--- config.mk ---
export PLATFORM = sky130hd
export DESIGN_NAME = axi_rd_arbiter
export DESIGN_NICKNAME = d
export VERILOG_FILES = /design/src/rtl/axi_pkg.sv /design/src/rtl/rr_arb2.sv /design/src/rtl/axi_rd_arbiter.sv
export SDC_FILE = /design/constraint.sdc
export NUM_CORES = 1
export LEC_CHECK = 0
export ABC_AREA = 1
export CAP_MARGIN = 10
export CELL_PAD_IN_SITES_DETAIL_PLACEMENT = 1
export CELL_PAD_IN_SITES_GLOBAL_PLACEMENT = 1
export CORE_MARGIN = 2
export CORE_UTILIZATION = 25
export DETAILED_ROUTE_END_ITERATION = 8
export GPL_ROUTABILITY_DRIVEN = 0
export HOLD_SLACK_MARGIN = 0.1
export PLACE_DENSITY = 0.77
export SETUP_SLACK_MARGIN = 0.4
export SYNTH_ARGS = -nofsm -noshare
export SYNTH_HDL_FRONTEND = slang
export SYNTH_SLANG_ARGS = --single-unit
--- constraint.sdc ---
create_clock -name clk -period 1.6 [get_ports clk]
set_clock_uncertainty 0.05 [all_clocks]
set_input_delay 0.32 -clock clk [delete_from_list [all_inputs] [get_ports clk]]
set_output_delay 0.32 -clock clk [all_outputs]
set_load 0.02 [all_outputs]
--- src/rtl/axi_pkg.sv ---
// axi_pkg: AXI4 read-channel encodings, requester IDs and arbiter FSM states
// shared by the read arbiter and its round-robin grant.
package axi_pkg;
    localparam logic [2:0] SIZE_4B    = 3'd2;
    localparam logic [1:0] BURST_INCR = 2'b01;
    localparam logic [1:0] RESP_OKAY  = 2'b00;
    localparam logic [2:0] PROT_INSTR = 3'b100;
    localparam logic [2:0] PROT_DATA  = 3'b000;
    localparam logic [3:0] ID_INSTR   = 4'd0;
    localparam logic [3:0] ID_DATA    = 4'd1;

    typedef enum logic [1:0] {ST_IDLE, ST_ADDR, ST_RESP} state_e;

    // owner bit: 0 = IFU, 1 = LSU
    function automatic logic [3:0] id_of(input logic owner);
        return owner ? ID_DATA : ID_INSTR;
    endfunction
endpackage

--- src/rtl/rr_arb2.sv ---
// rr_arb2: two-way round-robin grant; on a tie the requester that was not
// served last wins. last_owner resets to LSU so IFU wins the first tie.
module rr_arb2 (
    input  logic       clk,
    input  logic       rstn,
    input  logic [1:0] req_i,
    input  logic       upd_i,
    input  logic       owner_i,
    output logic [1:0] gnt_o
);
    logic last_q, last_d;

    assign last_d   = upd_i ? owner_i : last_q;
    assign gnt_o[0] = req_i[0] && (!req_i[1] || last_q);
    assign gnt_o[1] = req_i[1] && (!req_i[0] || !last_q);

    always_ff @(posedge clk) begin
        last_q <= !rstn ? 1'b1 : last_d;
    end
endmodule

--- src/rtl/axi_rd_arbiter.sv ---
// axi_rd_arbiter: shares one AXI4 read master between IFU and LSU, one
// outstanding single-beat transaction at a time, response routed by RID.
module axi_rd_arbiter
    import axi_pkg::*;
#(
    parameter int ADDR_W  = 64,
    parameter int DATA_W  = 64,
    parameter int TIMEOUT = 1023
) (
    input  logic              clk,
    input  logic              rstn,
    input  logic              if_req_valid,
    input  logic [ADDR_W-1:0] if_req_addr,
    output logic              if_req_ready,
    output logic              if_resp_valid,
    output logic [DATA_W-1:0] if_resp_data,
    output logic              if_resp_err,
    input  logic              ls_req_valid,
    input  logic [ADDR_W-1:0] ls_req_addr,
    input  logic [2:0]        ls_req_size,
    output logic              ls_req_ready,
    output logic              ls_resp_valid,
    output logic [DATA_W-1:0] ls_resp_data,
    output logic              ls_resp_err,
    output logic [3:0]        ARID,
    output logic [ADDR_W-1:0] ARADDR,
    output logic [7:0]        ARLEN,
    output logic [2:0]        ARSIZE,
    output logic [1:0]        ARBURST,
    output logic [2:0]        ARPROT,
    output logic              ARVALID,
    input  logic              ARREADY,
    input  logic [3:0]        RID,
    input  logic [DATA_W-1:0] RDATA,
    input  logic [1:0]        RRESP,
    input  logic              RLAST,
    input  logic              RVALID,
    output logic              RREADY
);
    localparam int CNT_W = TIMEOUT > 0 ? $clog2(TIMEOUT + 1) : 1;

    state_e            state_q, state_d;
    logic              owner_q, owner_d;
    logic [3:0]        arid_q, arid_d;
    logic [ADDR_W-1:0] araddr_q, araddr_d;
    logic [2:0]        arsize_q, arsize_d, arprot_q, arprot_d;
    logic              arvalid_q, arvalid_d, rready_q, rready_d;
    logic [CNT_W-1:0]  cnt_q, cnt_d;
    logic              if_rv_q, if_rv_d, ls_rv_q, ls_rv_d;
    logic              if_err_q, if_err_d, ls_err_q, ls_err_d;
    logic [DATA_W-1:0] if_rd_q, if_rd_d, ls_rd_q, ls_rd_d, rsp_data;
    logic [1:0]        gnt;
    logic              win, hit, tmo, done, rsp_err;

    rr_arb2 u_arb (
        .clk    (clk),
        .rstn   (rstn),
        .req_i  ({ls_req_valid, if_req_valid} & {2{state_q == ST_IDLE}}),
        .upd_i  (done),
        .owner_i(owner_q),
        .gnt_o  (gnt)
    );

    assign win  = gnt[1];
    assign hit  = state_q == ST_RESP && RVALID && RLAST && RID == id_of(owner_q);
    // the counter value TIMEOUT-1 means TIMEOUT is reached on this edge
    assign tmo  = TIMEOUT != 0 && state_q == ST_RESP && 32'(cnt_q) == 32'(TIMEOUT - 1);
    assign done = hit || tmo;
    assign rsp_data = hit ? RDATA : '0;
    assign rsp_err  = hit ? RRESP != RESP_OKAY : 1'b1;

    always_comb begin
        state_d   = state_q;
        owner_d   = owner_q;
        arid_d    = arid_q;
        araddr_d  = araddr_q;
        arsize_d  = arsize_q;
        arprot_d  = arprot_q;
        arvalid_d = arvalid_q;
        rready_d  = rready_q;
        cnt_d     = cnt_q;
        if_rv_d   = done && !owner_q;
        ls_rv_d   = done && owner_q;
        if_rd_d   = if_rv_d ? rsp_data : if_rd_q;
        ls_rd_d   = ls_rv_d ? rsp_data : ls_rd_q;
        if_err_d  = if_rv_d ? rsp_err : if_err_q;
        ls_err_d  = ls_rv_d ? rsp_err : ls_err_q;
        case (state_q)
            ST_IDLE: if (|gnt) begin
                owner_d   = win;
                arid_d    = id_of(win);
                araddr_d  = win ? ls_req_addr : if_req_addr;
                arsize_d  = win ? ls_req_size : SIZE_4B;
                arprot_d  = win ? PROT_DATA : PROT_INSTR;
                arvalid_d = 1'b1;
                state_d   = ST_ADDR;
            end
            ST_ADDR: if (ARREADY) begin
                arvalid_d = 1'b0;
                rready_d  = 1'b1;
                cnt_d     = '0;
                state_d   = ST_RESP;
            end
            ST_RESP: begin
                cnt_d = cnt_q + 1'b1;
                if (done) begin
                    rready_d = 1'b0;
                    state_d  = ST_IDLE;
                end
            end
            default: state_d = ST_IDLE;
        endcase
    end

    always_ff @(posedge clk) begin
        if (!rstn) begin
            state_q   <= ST_IDLE;
            owner_q   <= 1'b0;
            arid_q    <= '0;
            araddr_q  <= '0;
            arsize_q  <= '0;
            arprot_q  <= '0;
            arvalid_q <= 1'b0;
            rready_q  <= 1'b0;
            cnt_q     <= '0;
            if_rv_q   <= 1'b0;
            ls_rv_q   <= 1'b0;
            if_err_q  <= 1'b0;
            ls_err_q  <= 1'b0;
            if_rd_q   <= '0;
            ls_rd_q   <= '0;
        end else begin
            state_q   <= state_d;
            owner_q   <= owner_d;
            arid_q    <= arid_d;
            araddr_q  <= araddr_d;
            arsize_q  <= arsize_d;
            arprot_q  <= arprot_d;
            arvalid_q <= arvalid_d;
            rready_q  <= rready_d;
            cnt_q     <= cnt_d;
            if_rv_q   <= if_rv_d;
            ls_rv_q   <= ls_rv_d;
            if_err_q  <= if_err_d;
            ls_err_q  <= ls_err_d;
            if_rd_q   <= if_rd_d;
            ls_rd_q   <= ls_rd_d;
        end
    end

    assign if_req_ready  = gnt[0];
    assign ls_req_ready  = gnt[1];
    assign if_resp_valid = if_rv_q;
    assign if_resp_data  = if_rd_q;
    assign if_resp_err   = if_err_q;
    assign ls_resp_valid = ls_rv_q;
    assign ls_resp_data  = ls_rd_q;
    assign ls_resp_err   = ls_err_q;
    assign ARID    = arid_q;
    assign ARADDR  = araddr_q;
    assign ARLEN   = 8'd0;
    assign ARSIZE  = arsize_q;
    assign ARBURST = BURST_INCR;
    assign ARPROT  = arprot_q;
    assign ARVALID = arvalid_q;
    assign RREADY  = rready_q;
endmodule

==> results of run 1 <==
[cell type report]
class	count	area, sq um
diodes	4	10.0
clock buffers	40	763
clock inverters	3	42.5
fillers	3715	15400
inverters	89	354
multi-input cells	831	5410
flip-flops and latches	216	4600
well taps	455	569
repair buffers	616	7450
[per-stage QoR]
stage / setup TNS, ps / hold WS [ps] / power (W) / instance area [sq um]
after floorplan: 0 / 382 / 0.00687 / 9000
after global placement: -90510 / 398 / 0.00811 / 13700
after detailed placement: -97260 / 401 / 0.00816 / 13700
after CTS: -19500 / 161 / 0.0142 / 16600
after global routing: -37150 / 200 / 0.0152 / 19200
final: -22520 / 172 / 0.0148 / 19200
[cell usage in the layout, fill, tap and decap left out, types with 6 or more instances in the layout]
| cell | count |
|---|---|
| conb_1 | 15 |
| clkdlybuf4s50_1 | 205 |
| clkbuf_8 | 6 |
| buf_16 | 30 |
| dfxtp_2 | 203 |
| buf_4 | 92 |
| nand3_4 | 45 |
| nand2_4 | 7 |
| nand3_1 | 82 |
| buf_8 | 7 |
| a21oi_1 | 22 |
| nand3_2 | 101 |
| inv_1 | 79 |
| a21oi_2 | 58 |
| dfxtp_1 | 8 |
| buf_6 | 224 |
| clkbuf_16 | 46 |
| nor2_4 | 23 |
| inv_2 | 6 |
| nand2_1 | 363 |
| buf_12 | 37 |
| nand2_2 | 69 |
| nor2_1 | 6 |
| a31oi_1 | 11 |
| clkbuf_1 | 8 |
[cells by family after synthesis]
logic type	after synthesis	synth area share [%]
buffers and inverters	189	9.98
adder cells (fa/ha/maj)	2	0.285
AO/OA/AOI/OAI	105	6.34
XOR/XNOR	1	0.0999
AND/OR/NAND/NOR	708	33.9
flip-flops	216	49.3
other	2	0.0857
[report_power, final]
part           leakage, nW  internal (W)  switching (W)
Combinational         5.86       0.00156        0.00160
Clock                0.388       0.00327        0.00258
Sequential            1.85       0.00561       0.000152
Total                 8.10        0.0104        0.00433
[registers in the layout (all words and copies together) (netlist names), 2 cells and up]
name / cells
state_q: 2
ARSIZE: 3
if_resp_data: 64
cnt_q: 10
ls_resp_data: 64
ARADDR: 64
[worst reg2reg max path, cell delays in order, from the launching register on]
cell	delay, ps
dfxtp_4	360
buf_6	120
inv_4	50
nand2_4	70
nor2_4	100
nand3_4	130
buf_12	170
clkinv_8	60
buf_12	150
buf_12	130
buf_16	140
nand3_4	90
a21oi_2	160
[routing by layer]
layer  vias up  track usage [%]
met5         -                0
met3       160             7.69
met2       520             42.8
met1      5480             26.1
li1       5023                -
met4         0             9.62
[path summary, 6_finish.rpt]
| kind | endpoint | slack (ps) | depth (start not counted) |
|---|---|---|---|
| worst max-delay path | if_req_ready | -300 | 5 |
| worst min-delay path | owner_q$_SDFFE_PN0P_ | 170 | 3 |
| worst max register to register | if_resp_data[15]$_SDFFE_PN0P_ | -230 | 12 |
| worst min register to register | ls_resp_data[55]$_SDFFE_PN0P_ | 410 | 2 |
[timing repair]
| item | 4_1_cts | 5_1_grt |
|---|---|---|
| pin swaps | 30 | 136 |
| hold buffers | 0 | 0 |
| gates resized for setup | 1569 | 359 |
| setup buffers | 45 | 55 |
| setup endpoints to repair | 421 | 421 |
| cloned | 27 | 21 |
==> impl_results.md, run 1 <==
* Count of cell types in the netlist at 28
* Share of cells above drive strength 1 at 54.8%
* Primary FF master, synth: dfxtp_1
* Number of nets in the layout at 1990
* Largest net degree at the start of global routing at 64
* Final min period at 1900 ps
* Crit. End Element: primary output
* First-pass GRT wire length at 66900 um
* Die H at 191 um
* CTS tree: yes
* Clock Latency Late Sink at 550 ps
* Post-synth top area cell: dfxtp_1
* Final setup margin at -296 ps
* CP max FO at 2
* Rows at 68
* Leak at 8.10 nW
* Layout area overhead at 119%
* Crit-path max cell delay at 340 ps
* Core Footprint at 34500 sq um
* Num Clock Sinks at 216
* Reg2reg start: state_q[0]$_SDFFE_PN0P_
* Worst slew pin tran at 735 ps
* Count leader, synth: nand2_1
* WL per Instance at 24.7 um
* Yosys top cell area share at 49.3%
* Post-Place Worst Slack at -766 ps
* Root buffer cell: clkbuf_16
* Routed wl met3 at 4860 um
* Worst-path clk slew at 60 ps
* Post-Synthesis Cells at 1223
* DRC Markers at 0
* Mapped Avg Cell Area at 7.17 sq um
* Syn. warnings at 0
* Fin util at 55.6%
* Register area share after synthesis at 49.3%
* Async SR Flop Fraction at 0%
* H-Tree Depth at 1
* DR pass1 iterations at 4
* Placed Cells incl. Taps at 2059
* DIE AREA at 36600 sq um
* Initial antenna violation count at 4
* Tcrit/Tclk final at 119%
* Critical path class: reg -> out
* CP max-delay cell: dfxtp_2
* Pwr Density at 770 nW/um^2
* Grt ovf at 0
* Post-synthesis register bit count at 216
* Total GRT Usage at 24.0%
* Slew Viols, Final at 0
* Antenna Violating Nets Remaining at 0
* Worst slew margin at 51.0%
* Max Root-Sink Buffers at 3
* Data required time of the worst path at 1230 ps
* Total CTS buffers at 26
* Post-route insts no fill at 2254
* Max-cap violations at 0
* # setup viols final at 206
* EDFF count, synth at 0
* Met1 wire length at 19400 um
* Hpwl dp at 26700 um
* Vias in the first global route at 11156
* CP bufs+invs at 2
* Synthesized cell area at 8760 sq um
* Die W at 191 um
* Crit-path cells: nor2_4, buf_4, o21ai_4, nor2_4, buf_4
* Final hold vios at 0
* Port bufs at 412
* Maximum vdd drop at 0.791 mV
* IO Pins at 428
* Top Metal Used: met4
* Hold path startpoint: rstn
* DRC violation total after the first TritonRoute iteration at 483
* F_max at 527 MHz
* Failing checks: negative setup slack
* Routed via count at 11183
* Outcome: finished, violations left
* Post-synth top cells: nand2_1, nand3_1, dfxtp_1
* Critical path launch point type: flip-flop
* RSZ-0062 raised after global routing: yes
* Setup crit start: state_q[1]$_SDFFE_PN0P_
* Hold/Removal Path Class: in -> reg
* DRT Wirelength at 55600 um
* Via-per-instance ratio at 4.96
* WL met2 at 28400 um
* Initial core utilization at 25.4%
* Crit path max-delay family: flip-flops
* Largest cells by area after synthesis: dfxtp_1, nand2_1, nand3_1
* Critical Path AT at 1530 ps
Power figures use the tool's default switching activity.
==> run 2: changes to the inputs <==
--- a/config.mk
+++ b/config.mk
@@ -12,7 +12,6 @@
 export CORE_MARGIN = 2
 export CORE_UTILIZATION = 25
 export DETAILED_ROUTE_END_ITERATION = 8
-export GPL_ROUTABILITY_DRIVEN = 0
 export HOLD_SLACK_MARGIN = 0.1
 export PLACE_DENSITY = 0.77
 export SETUP_SLACK_MARGIN = 0.4
==> results of run 2 <==
Same layout as run 1: the final DEF is identical, and so are final timing and power.
